## config.mk

```make
export PLATFORM = sky130hd
export DESIGN_NAME = game_state_tracker
export DESIGN_NICKNAME = d
export VERILOG_FILES = /design/src/rtl/game_state_tracker.sv
export SDC_FILE = /design/constraint.sdc
export NUM_CORES = 1
export LEC_CHECK = 0
export ABC_AREA = 0
export ABC_CLOCK_PERIOD_IN_PS = 2700
export CORE_ASPECT_RATIO = 1.2
export CORE_UTILIZATION = 41
export DETAILED_ROUTE_END_ITERATION = 10
export DONT_BUFFER_PORTS = 1
export GPL_TIMING_DRIVEN = 1
export PLACE_DENSITY = 0.52
export SLEW_MARGIN = 20
export SYNTH_ARGS = -nofsm -noshare
export SYNTH_HDL_FRONTEND = slang
export SYNTH_SLANG_ARGS = --single-unit
```

## constraint.sdc

```tcl
create_clock -name clk -period 2.7 [get_ports clk]
set_input_delay 0.27 -clock clk [delete_from_list [all_inputs] [get_ports clk]]
set_output_delay 0.27 -clock clk [all_outputs]
set_load 0.02 [all_outputs]
```

## src/rtl/game_state_tracker.sv

```systemverilog
// ============================================================================
// game_state_tracker
// ----------------------------------------------------------------------------
// Purpose:
//   Owns the round state of a tank match (IDLE, PLAY, WIN, LOSE and an
//   optional DRAW) and tracks both sides' hit points. Hits are collected
//   during a frame and applied only on the frame tick (rising edge of
//   vblnk_in), so HP and game_end never change mid-frame.
//
// Ports:
//   clk           in   pixel clock
//   rst           in   asynchronous reset, active-high
//   vblnk_in      in   vertical blank; its rising edge is the frame tick
//   start         in   one-cycle pulse from the menu, begins a match
//   back_to_MENU  in   one-cycle pulse from the end screen, leaves WIN/LOSE
//   player_hit    in   one-cycle pulse, a projectile hit the player tank
//   enemy_hit     in   one-cycle pulse, a projectile hit the enemy tank
//   game_end      out  0 none, 1 win, 2 lose, 3 draw (draw build only)
//   game_active   out  high while in PLAY
//   player_hp     out  current player HP
//   enemy_hp      out  current enemy HP
//
// Parameters:
//   PLAYER_HP     starting player HP (1..15)
//   ENEMY_HP      starting enemy HP (1..15)
//   HIT_COOLDOWN  frames of invulnerability after an applied hit (0..255)
//
// Build option:
//   GAME_STATE_TIE_EN  when defined, both sides reaching zero on the same
//                      tick ends in DRAW (game_end = 3); otherwise the
//                      player loses.
// ============================================================================
module game_state_tracker #(
   parameter int PLAYER_HP    = 3,
   parameter int ENEMY_HP     = 3,
   parameter int HIT_COOLDOWN = 30
) (
   input  logic       clk,
   input  logic       rst,
   input  logic       vblnk_in,
   input  logic       start,
   input  logic       back_to_MENU,
   input  logic       player_hit,
   input  logic       enemy_hit,
   output logic [1:0] game_end,
   output logic       game_active,
   output logic [3:0] player_hp,
   output logic [3:0] enemy_hp
);

   // -------------------------------------------------------------------------
   // State encoding
   // -------------------------------------------------------------------------
   localparam logic [2:0] ST_IDLE = 3'd0;
   localparam logic [2:0] ST_PLAY = 3'd1;
   localparam logic [2:0] ST_WIN  = 3'd2;
   localparam logic [2:0] ST_LOSE = 3'd3;
`ifdef GAME_STATE_TIE_EN
   localparam logic [2:0] ST_DRAW = 3'd4;
`endif

   localparam logic [1:0] END_NONE = 2'd0;
   localparam logic [1:0] END_WIN  = 2'd1;
   localparam logic [1:0] END_LOSE = 2'd2;
`ifdef GAME_STATE_TIE_EN
   localparam logic [1:0] END_DRAW = 2'd3;
`endif

   localparam logic [7:0] COOLDOWN_LOAD = 8'(HIT_COOLDOWN);
   localparam logic [3:0] PLAYER_INIT   = 4'(PLAYER_HP);
   localparam logic [3:0] ENEMY_INIT    = 4'(ENEMY_HP);

   // Side index 0 is the player, side index 1 is the enemy.
   localparam int SIDES = 2;

   // -------------------------------------------------------------------------
   // Registers
   // -------------------------------------------------------------------------
   logic [2:0]             state_q,       state_d;
   logic                   vblnk_q;
   logic [SIDES-1:0][3:0]  hp_q,          hp_d;
   logic [SIDES-1:0][7:0]  cd_q,          cd_d;
   logic [SIDES-1:0]       pend_q,        pend_d;
   logic [1:0]             game_end_q,    game_end_d;
   logic                   game_active_q, game_active_d;

   // -------------------------------------------------------------------------
   // Frame tick: first cycle of vblank
   // -------------------------------------------------------------------------
   logic frame_tick;
   assign frame_tick = vblnk_in & ~vblnk_q;

   logic [SIDES-1:0] hit_in;
   assign hit_in = {enemy_hit, player_hit};

   // -------------------------------------------------------------------------
   // Per-side tick result: what HP and cooldown become if this cycle is a
   // frame tick in PLAY. A hit arriving in the tick cycle itself is folded
   // into the pending flag so it counts toward this tick.
   // -------------------------------------------------------------------------
   logic [SIDES-1:0]       pend_eff;
   logic [SIDES-1:0]       apply_hit;
   logic [SIDES-1:0][3:0]  hp_dec;
   logic [SIDES-1:0][3:0]  hp_tick;
   logic [SIDES-1:0][7:0]  cd_tick;

   genvar gi;
   generate
      for (gi = 0; gi < SIDES; gi++) begin : g_side
         assign pend_eff[gi]  = pend_q[gi] | hit_in[gi];
         assign apply_hit[gi] = (cd_q[gi] == 8'd0) && pend_eff[gi];
         assign hp_dec[gi]    = (hp_q[gi] == 4'd0) ? 4'd0 : (hp_q[gi] - 4'd1);
         assign hp_tick[gi]   = apply_hit[gi] ? hp_dec[gi] : hp_q[gi];
         // While cooling down the counter runs and any pending hit is lost.
         assign cd_tick[gi]   = apply_hit[gi]        ? COOLDOWN_LOAD :
                                (cd_q[gi] != 8'd0)   ? (cd_q[gi] - 8'd1) :
                                                       cd_q[gi];
      end
   endgenerate

   // -------------------------------------------------------------------------
   // Next-state logic
   // -------------------------------------------------------------------------
   always_comb begin
      state_d = state_q;
      hp_d    = hp_q;
      cd_d    = cd_q;
      pend_d  = pend_q;

      case (state_q)
         ST_IDLE: begin
            // Hits and back_to_MENU have no meaning before a match.
            pend_d = '0;
            if (start) begin
               state_d  = ST_PLAY;
               hp_d[0]  = PLAYER_INIT;
               hp_d[1]  = ENEMY_INIT;
               cd_d     = '0;
            end
         end

         ST_PLAY: begin
            if (frame_tick) begin
               hp_d   = hp_tick;
               cd_d   = cd_tick;
               pend_d = '0;
               // Outcome is judged on the post-update HP; the player side
               // is checked first so a simultaneous zero never reads as a win.
               if (hp_tick[0] == 4'd0) begin
`ifdef GAME_STATE_TIE_EN
                  state_d = (hp_tick[1] == 4'd0) ? ST_DRAW : ST_LOSE;
`else
                  state_d = ST_LOSE;
`endif
               end else if (hp_tick[1] == 4'd0) begin
                  state_d = ST_WIN;
               end
            end else begin
               // Sticky until the tick; repeated hits collapse to one.
               pend_d = pend_q | hit_in;
            end
         end

         ST_WIN,
`ifdef GAME_STATE_TIE_EN
         ST_DRAW,
`endif
         ST_LOSE: begin
            // End screen: everything frozen until the overlay hands back.
            pend_d = '0;
            if (back_to_MENU) begin
               state_d = ST_IDLE;
               hp_d    = '0;
            end
         end

         default: begin
            // Unreachable encodings recover to a clean idle.
            state_d = ST_IDLE;
            hp_d    = '0;
            cd_d    = '0;
            pend_d  = '0;
         end
      endcase
   end

   // -------------------------------------------------------------------------
   // Output decode from the next state, so the registered outputs change on
   // the same edge as the state itself.
   // -------------------------------------------------------------------------
   always_comb begin
      game_end_d    = END_NONE;
      game_active_d = (state_d == ST_PLAY);
      case (state_d)
         ST_WIN:  game_end_d = END_WIN;
         ST_LOSE: game_end_d = END_LOSE;
`ifdef GAME_STATE_TIE_EN
         ST_DRAW: game_end_d = END_DRAW;
`endif
         default: game_end_d = END_NONE;
      endcase
   end

   // -------------------------------------------------------------------------
   // State registers
   // -------------------------------------------------------------------------
   always_ff @(posedge clk or posedge rst) begin
      if (rst) begin
         state_q       <= ST_IDLE;
         vblnk_q       <= 1'b0;
         hp_q          <= '0;
         cd_q          <= '0;
         pend_q        <= '0;
         game_end_q    <= END_NONE;
         game_active_q <= 1'b0;
      end else begin
         state_q       <= state_d;
         vblnk_q       <= vblnk_in;
         hp_q          <= hp_d;
         cd_q          <= cd_d;
         pend_q        <= pend_d;
         game_end_q    <= game_end_d;
         game_active_q <= game_active_d;
      end
   end

   assign game_end    = game_end_q;
   assign game_active = game_active_q;
   assign player_hp   = hp_q[0];
   assign enemy_hp    = hp_q[1];

endmodule

```

# After elaboration in Yosys (flattened, before gate mapping)
# Index checks and enable logic that the tools add are counted.
# classes
n_addsub	4
eq_ne	11
n_mux	24
bitwise_logic	6
reduce_logical	15
# ops
operator	count
8-bit 2-to-1 mux	7
16-bit one-hot mux with 3 select lines	1
16-bit 2-to-1 mux	2
8-bit one-hot mux with 3 select lines	1
4-bit zero test	4
8-bit zero test	2
4-bit 2-to-1 mux	4
8-bit nonzero test	2
8-bit by 1-bit subtractor with 8-bit output, second input constant	2
3-bit 2-to-1 mux	5
3-bit by 2-bit equality test with 1-bit output, second input constant	4
3-bit one-hot mux with 3 select lines	1
4-bit AND reduction	2
4-bit by 1-bit subtractor with 4-bit output, second input constant	2
3-bit by 1-bit equality test with 1-bit output, second input constant	2
2-bit inequality test, second input constant	3
3-bit inequality test, second input constant	2
2-bit 2-to-1 mux	2
2-bit one-hot mux with 2 select lines	1
3-bit zero test	1
3-bit AND reduction	1
1-bit logical AND	2
1-bit NOT	2
1-bit bitwise OR	2
other kinds (3)	3
# word_totals
ff_bits	33
output_inout_bits	11

# Logic depth before layout (Yosys ltp)
# Gate-level depths: netlist of the first run.
# logic_depth
word_depth	10
depth_mapped	8
mapped_depth_nobuf	7

# Least setup slack after synthesis of the first run
# No wires, ideal clock.
# synth_path
kind	reg2reg
from	reg cd_q[0] in the netlist's numbering
to	reg hp_q (netlist bit player_hp[3])
setup_time_ns	0.139
arrival_time_ns	2.028
path_slack_ns	0.532
path_stages_with_launch	9
synth_period_minus_slack_ns	2.168
path_cell_list	dfrtp_1 inv_1 ha_1 or4b_4 or3_1 buf_6 or3_4 o21ai_1 a21boi_1
# synth_via
elab_chain_len	5
# synth_lines
item	line	rtl
start, declared	82	logic [SIDES-1:0][7:0] cd_q, cd_d;
start signal, assigned	212	cd_q <= '0;
start signal, assigned	220	cd_q <= cd_d;
8-bit zero test	111	assign apply_hit[gi] = (cd_q[gi] == 8'd0) && pend_eff[gi];
1-bit logical AND	111	
4-bit 2-to-1 mux	113	assign hp_tick[gi] = apply_hit[gi] ? hp_dec[gi] : hp_q[gi];
8-bit 2-to-1 mux	143	if (frame_tick) begin
8-bit one-hot mux with 3 select lines	130	case (state_q)
end signal, assigned	219	hp_q <= hp_d;
end, declared	81	logic [SIDES-1:0][3:0] hp_q, hp_d;
# No other way between the ends. The select of a mux whose other input is x is not followed.
# A chain may end at the register's enable or synchronous reset.

# Worst setup path in the final report of the first run
# Ends and elaborated chain as after synthesis.

==> flow_metrics.py, run 1 <==
metrics = {
    "status": {
        "status": "finished clean",
    },
    "detailed_routing": {
        "num_vias": 1550,
        "viasPerCell": 5.916,
        "first_pass_iters": 4,
        "totalWireLength_um": 4135,
        "first_iter_violations": 131,
        "drc": 0,
        "wl_per_cell_um": 15.78,
        "ant_nets": 0,
    },
    "power": {
        "combPwrFrac_pct": 35.2,
        "power.leakage_nw": 0.8849,
        "ir_drop_uv": 355.1,
        "p_sw_share_pct": 39.66,
        "switchingPower_mw": 0.6588,
        "power.internal_mw": 1.002,
        "seqPwrFrac_pct": 42.9,
        "power.clock.fraction_pct": 21.9,
        "powerDensity_nw_per_um2": 826.6,
    },
    "cells_and_area": {
        "drive_gt1_share_pct": 9.709,
        "antenna_cells": 0,
        "final_cell_area_um2": 2009,
        "syn_to_final_growth_pct": 9.401,
        "final_nets": 216,
    },
    "hold_path": {
        "hold_end": "game_active$_DFF_PP0_",
        "min_path_type": "in2reg",
        "hp-start": "start",
        "holdPathStages": 2,
    },
    "timing": {
        "hold_viol_final": 0,
        "holdWs_ps": 168.2,
        "period_needed_ps": 2347,
        "drv_slew": 0,
        "relSlewSlack_pct": 45.40,
        "tns_ps": 0,
        "rsz0062_at_grt": "false",
        "fin_skew_ps": 5.649,
        "worstMarginPinSlew_ps": 815.2,
        "period_share_pct": 86.91,
        "timing.fmax_ghz": 0.4262,
        "finalSetupViolCount": 0,
    },
    "clocking": {
        "post_cts_buffers": 0,
        "clock_sinks": 33,
        "ctsHoldBuffers": 1,
        "cts_resized": 0,
        "clk_pin_slew_ps": 70,
        "clock-root-buffer": "clkbuf_8",
        "h-tree-depth": 2,
        "cts_buffer_depth": 2,
        "numCtsBuffers": 5,
        "cts_tree": "yes",
        "clock_latency_ps": 280,
    },
    "critical_path": {
        "cpPeakStageDelay_ps": 480,
        "worst-setup-path-type": "reg2reg",
        "path_delay_family": "simple AND/OR/NAND/NOR gates",
        "critPathLaunchType": "flip-flop",
        "worst_setup_path_end_kind": "flip-flop",
        "cp_max_fo": 10,
        "path_cells": "inv_1 > ha_1 > or4b_4 > or3_1 > or3_4 > o21ai_1 > a21boi_1",
        "critPathBufInv": 1,
        "worstPathArrival_ps": 2480,
        "r2r_slack_ps": 350,
        "crit_path_top_delay_cell": "or3_1",
        "required_ps": 2840,
        "rr_startpoint": "cd_q[0]$_DFFE_PP0P_",
        "regToRegEndpoint": "player_hp[3]$_DFFE_PP0P_",
        "r2r_cells": 7,
    },
    "grt": {
        "grt_overflow": 0,
        "track_usage_pct": 18.84,
        "grt_max_degree": 34,
        "grt_pass1_vias": 1441,
        "antenna_found_initial": 0,
        "grt_pass1_wl_um": 6831,
    },
    "logic_synthesis": {
        "synth_area_leaders": "dfrtp_1 45%, o21ai_0 5.4%, nor2_1 3.7%, a21oi_1 3.5%, nor3_1 3.3%",
        "yosysMostFrequentCell": "dfrtp_1",
        "synth_cell_type_count": 44,
        "yosysTopAreaCell": "dfrtp_1",
        "synthTopCellsByCount": "33 x dfrtp_1, 20 x o21ai_0, 18 x nor2_1",
        "async_flop_share_pct": 100.0,
        "syn_area_per_cell_um2": 9.277,
        "synth-seq-cells": 33,
        "syn-instance-count": 198,
        "mappedNetlistNets": 209,
        "yosysSeqAreaShare_pct": 44.96,
        "ys_warn_count": 0,
        "synth-edff-count": 0,
        "synth_top_area_share_pct": 44.96,
        "netlist_area_um2": 1837,
        "synthFlopType": "dfrtp_1",
    },
    "placement": {
        "place_area_um2": 1907,
        "dp.final_hpwl_um": 2929,
        "gp_congestion": 0.8700,
        "portBuffers": 0,
    },
    "floorplanning": {
        "die_area_um2": 4753,
        "die_w_um": 63.10,
        "core-area_um2": 4294,
        "die_y_um": 75.32,
        "rows": 26,
        "num_io_pins": 18,
        "start_util_pct": 42.77,
    },
    "run": {
        "maxCapViolCount": 0,
    },
}
[cells by family (layout without fill, tap and decap cells)]
| kind of cell | after synthesis | after routing | share of synthesized area, % |
|---|---|---|---|
| DFF | 33 | 33 | 44.96 |
| and+or+nand+nor | 69 | 69 | 20.91 |
| AOI/OAI and AO/OA | 76 | 76 | 27.72 |
| other | 1 | 1 | 0.2042 |
| buffers and inverters | 15 | 23 | 3.474 |
| adders and majority gates | 4 | 4 | 2.725 |
[power by group through the flow]
stage | sequential [mW] | combinational [mW] | clock [mW]
after CTS | 0.711 | 0.585 | 0.371
after floorplan | 0.683 | 0.487 | 0
final | 0.712 | 0.584 | 0.364
after detailed placement | 0.721 | 0.579 | 0
after global routing | 0.728 | 0.662 | 0.394
after global placement | 0.718 | 0.566 | 0
[layout by cell type, fill, tap and decap left out, types with 3 or more instances in the layout]
cell type  instances
a22o_1             4
nand2b_1           6
inv_1              9
o22a_1             4
o21a_1             3
nand2_1            7
or3_1              6
a31oi_1            7
ha_1               4
dfrtp_1           33
buf_4              4
nor3_1            12
a21oi_1           13
clkbuf_8           5
a21boi_0           4
nand3_1            6
o41ai_1            4
o21ai_0           20
nor2_1            18
[metrics by stage]
stage / instances / total power [mW] / utilization [%] / setup WS, ps
final: 262 / 1.661 / 46.79 / 353.5
after global routing: 262 / 1.784 / 46.79 / 156.9
after CTS: 261 / 1.666 / 46.56 / 357.2
after detailed placement: 252 / 1.300 / 44.41 / 382.6
after global placement: 252 / 1.284 / 44.41 / 445.4
after floorplan: 198 / 1.171 / - / 532.3
[per-layer routing]
layer / share of wire (%) / vias up / GRT usage, % / wire (µm)
met4: 2.0 / 0 / 9.044 / 82
li1: - / 761 / - / -
met3: 2.7 / 10 / 4.940 / 111
met2: 49 / 22 / 32.14 / 2027
met5: 0 / - / 0 / 0
met1: 46 / 757 / 22.39 / 1913
[worst max path at each step]
stage	startpoint	cells past startpoint	slack [ps]	endpoint
floorplan	cd_q[0]$_DFFE_PP0P_	8	530	player_hp[3]$_DFFE_PP0P_
global placement	cd_q[0]$_DFFE_PP0P_	7	450	player_hp[3]$_DFFE_PP0P_
detailed placement	cd_q[0]$_DFFE_PP0P_	7	380	player_hp[3]$_DFFE_PP0P_
CTS	cd_q[0]$_DFFE_PP0P_	7	360	player_hp[3]$_DFFE_PP0P_
global route	state_q[0]$_DFF_PP0_	5	160	cd_q[5]$_DFFE_PP0P_
finish	cd_q[0]$_DFFE_PP0P_	7	350	player_hp[3]$_DFFE_PP0P_
[state kept, by name (all words and copies together) (netlist names)]
| name | count |
|---|---|
| pend_q | 2 |
| vblnk_q | 1 |
| player_hp | 4 |
| state_q | 3 |
| game_end | 2 |
| game_active | 1 |
| enemy_hp | 4 |
| cd_q | 16 |
[area by class of cell]
cell class / instances / area [µm²]
clock buffer: 6 / 72.57
fill: 430 / 2285
tap: 56 / 70.07
sequential: 33 / 825.8
timing repair buffer: 6 / 50.05
multi-input combinational: 150 / 947.2
clock inverter: 2 / 10.01
inverter: 9 / 33.78
(Power assumes the default switching activity.)
==> inputs of run 2 (changes only) <==
CORE_MARGIN = 2   (was default)
==> run 2 against run 1 <==
Net effect:
- via count fell by 0.45%
- fmax rose by 1.4%
- combinational power barely moved
- non-clock buffer count rose by 1
- critical path depth did not move
- final cell count rose by 0.38%
- critical path type unchanged
==> flow_metrics.py, run 2 (synthesized netlist as in run 1, its figures left out) <==
metrics = {
    "status": {
        "status": "finished clean",
    },
    "placement": {
        "gp_congestion": 0.8189,
        "place_area_um2": 1914,
        "place_ws_ps": 400.6,
        "place_inst": 253,
        "portBuffers": 0,
        "dp.final_hpwl_um": 2931,
    },
    "grt": {
        "grt_overflow": 0,
        "antenna_found_initial": 0,
        "track_usage_pct": 18.05,
        "grt_max_degree": 34,
        "grt_pass1_vias": 1478,
        "grt_pass1_wl_um": 6962,
    },
    "critical_path": {
        "critPathLaunchType": "flip-flop",
        "worst_setup_path_end_kind": "flip-flop",
        "required_ps": 2840,
        "worst-setup-path-type": "reg2reg",
        "cp_max_fo": 10,
        "worstPathArrival_ps": 2450,
    },
    "power": {
        "seqPwrFrac_pct": 42.9,
        "switchingPower_mw": 0.6605,
        "combPwrFrac_pct": 35.3,
        "power.clock.fraction_pct": 21.8,
        "p_sw_share_pct": 39.69,
        "ir_drop_uv": 362.2,
        "powerDensity_nw_per_um2": 825.0,
        "power.internal_mw": 1.004,
        "power.leakage_nw": 0.8902,
    },
    "clocking": {
        "numCtsBuffers": 5,
        "h-tree-depth": 2,
        "clk_pin_slew_ps": 70,
        "cts_resized": 0,
        "clock_latency_ps": 280,
        "clock_sinks": 33,
        "post_cts_buffers": 0,
        "clock-root-buffer": "clkbuf_8",
        "cts_buffer_depth": 2,
        "cts_tree": "yes",
    },
    "floorplanning": {
        "die_area_um2": 5034,
        "core-area_um2": 4294,
        "num_io_pins": 18,
        "die_w_um": 65.10,
        "rows": 26,
        "start_util_pct": 42.77,
        "die_y_um": 77.32,
    },
    "cells_and_area": {
        "largest_register_ffs": 16,
        "utilization_pct": 46.97,
        "drive_gt1_share_pct": 10.14,
        "finalNonFillerCells": 263,
        "antenna_cells": 0,
        "layout_commonest_cell": "dfrtp_1",
        "regMostFlops": "cd_q",
        "final_cell_area_um2": 2017,
        "final_cell_mix": "33 x dfrtp_1, 20 x o21ai_0, 18 x nor2_1",
        "multi_input_area_um2": 947.2,
        "fillCellCount": 431,
        "final_nets": 217,
        "seqCellArea_um2": 825.8,
        "syn_to_final_growth_pct": 9.809,
    },
    "detailed_routing": {
        "first_pass_iters": 4,
        "totalWireLength_um": 4116,
        "wl_per_cell_um": 15.65,
        "num_vias": 1543,
        "drc": 0,
        "ant_nets": 0,
        "viasPerCell": 5.867,
        "first_iter_violations": 143,
    },
    "timing": {
        "setup_slack_ps": 385.9,
        "tns_ps": 0,
        "finalSetupViolCount": 0,
        "worstMarginPinSlew_ps": 790.0,
        "drv_slew": 0,
        "relSlewSlack_pct": 47.09,
        "rsz0062_at_grt": "false",
        "hold_viol_final": 0,
        "period_needed_ps": 2314,
        "period_share_pct": 85.71,
        "timing.fmax_ghz": 0.4321,
        "fin_skew_ps": 3.236,
    },
    "run": {
        "maxCapViolCount": 0,
    },
    "hold_path": {
        "min_path_type": "in2reg",
    },
}
-- run 2: cell count changes in the layout (fill, tap and decap cells not counted), sizes merged --
cell / before / now
buf: 4 / 5
-- run 2: final cells by class --
| type | count | share of cell area, % |
|---|---|---|
| multi-input combinational | 150 | 46.96 |
| sequential | 33 | 40.94 |
| clock buffer | 6 | 3.598 |
| tap | 56 | 3.474 |
| timing repair buffer | 7 | 2.854 |
| inverter | 9 | 1.675 |
| clock inverter | 2 | 0.4963 |
-- run 2: power groups by stage --
| stage | Sequential [mW] | Combinational [mW] | Clock (mW) |
|---|---|---|---|
| after floorplan | 0.683 | 0.487 | 0 |
| after CTS | 0.711 | 0.587 | 0.374 |
| after global routing | 0.729 | 0.672 | 0.393 |
| final | 0.714 | 0.587 | 0.363 |
| after detailed placement | 0.720 | 0.584 | 0 |
| after global placement | 0.718 | 0.566 | 0 |
-- run 2: what timing repair did --
| action | 4_1_cts | 5_1_grt |
|---|---|---|
| endpoints found under the setup margin | 0 | 0 |
| hold endpoints to repair | 33 | 1 |
| hold buffers | 1 | 1 |
-- run 2: per-stage QoR --
step	hold slack (ps)	total power, mW
after floorplan	301.4	1.171
after global placement	275.8	1.284
after detailed placement	287.9	1.304
after CTS	2.048	1.672
after global routing	176.3	1.794
final	167.5	1.664
-- run 2: layer usage --
layer / global-route usage, % / vias up / share of wire, %
met3: 3.959 / 11 / 4.6
li1: - / 759 / -
met2: 28.35 / 41 / 47
met4: 10.42 / 0 / 2.5
met1: 22.61 / 732 / 46
met5: 0 / - / 0
-- run 2: worst paths after layout --
kind / slack, ps / cells past startpoint / from / to
min in group asynchronous: 520 / 3 / rst / cd_q[8]$_DFFE_PP0P_
hold / removal: 170 / 2 / start / game_active$_DFF_PP0_
hold reg to reg: 510 / 1 / cd_q[7]$_DFFE_PP0P_ / cd_q[7]$_DFFE_PP0P_
max in group asynchronous: 1870 / 3 / rst / cd_q[4]$_DFFE_PP0P_
setup / recovery: 390 / 7 / cd_q[0]$_DFFE_PP0P_ / player_hp[3]$_DFFE_PP0P_
setup reg to reg: 390 / 7 / cd_q[0]$_DFFE_PP0P_ / player_hp[3]$_DFFE_PP0P_
-- run 2: critical path: stages (launching register included) --
cell,delay (ps)
dfrtp_1,410
inv_1,100
ha_1,130
or4b_4,460
or3_1,470
or3_4,400
o21ai_1,130
a21boi_1,70
==> inputs of run 3 (changes only) <==
TNS_END_PERCENT = 10   (was default)
==> results of run 3 <==
No change in the layout: final DEF, timing and power equal those of run 2.
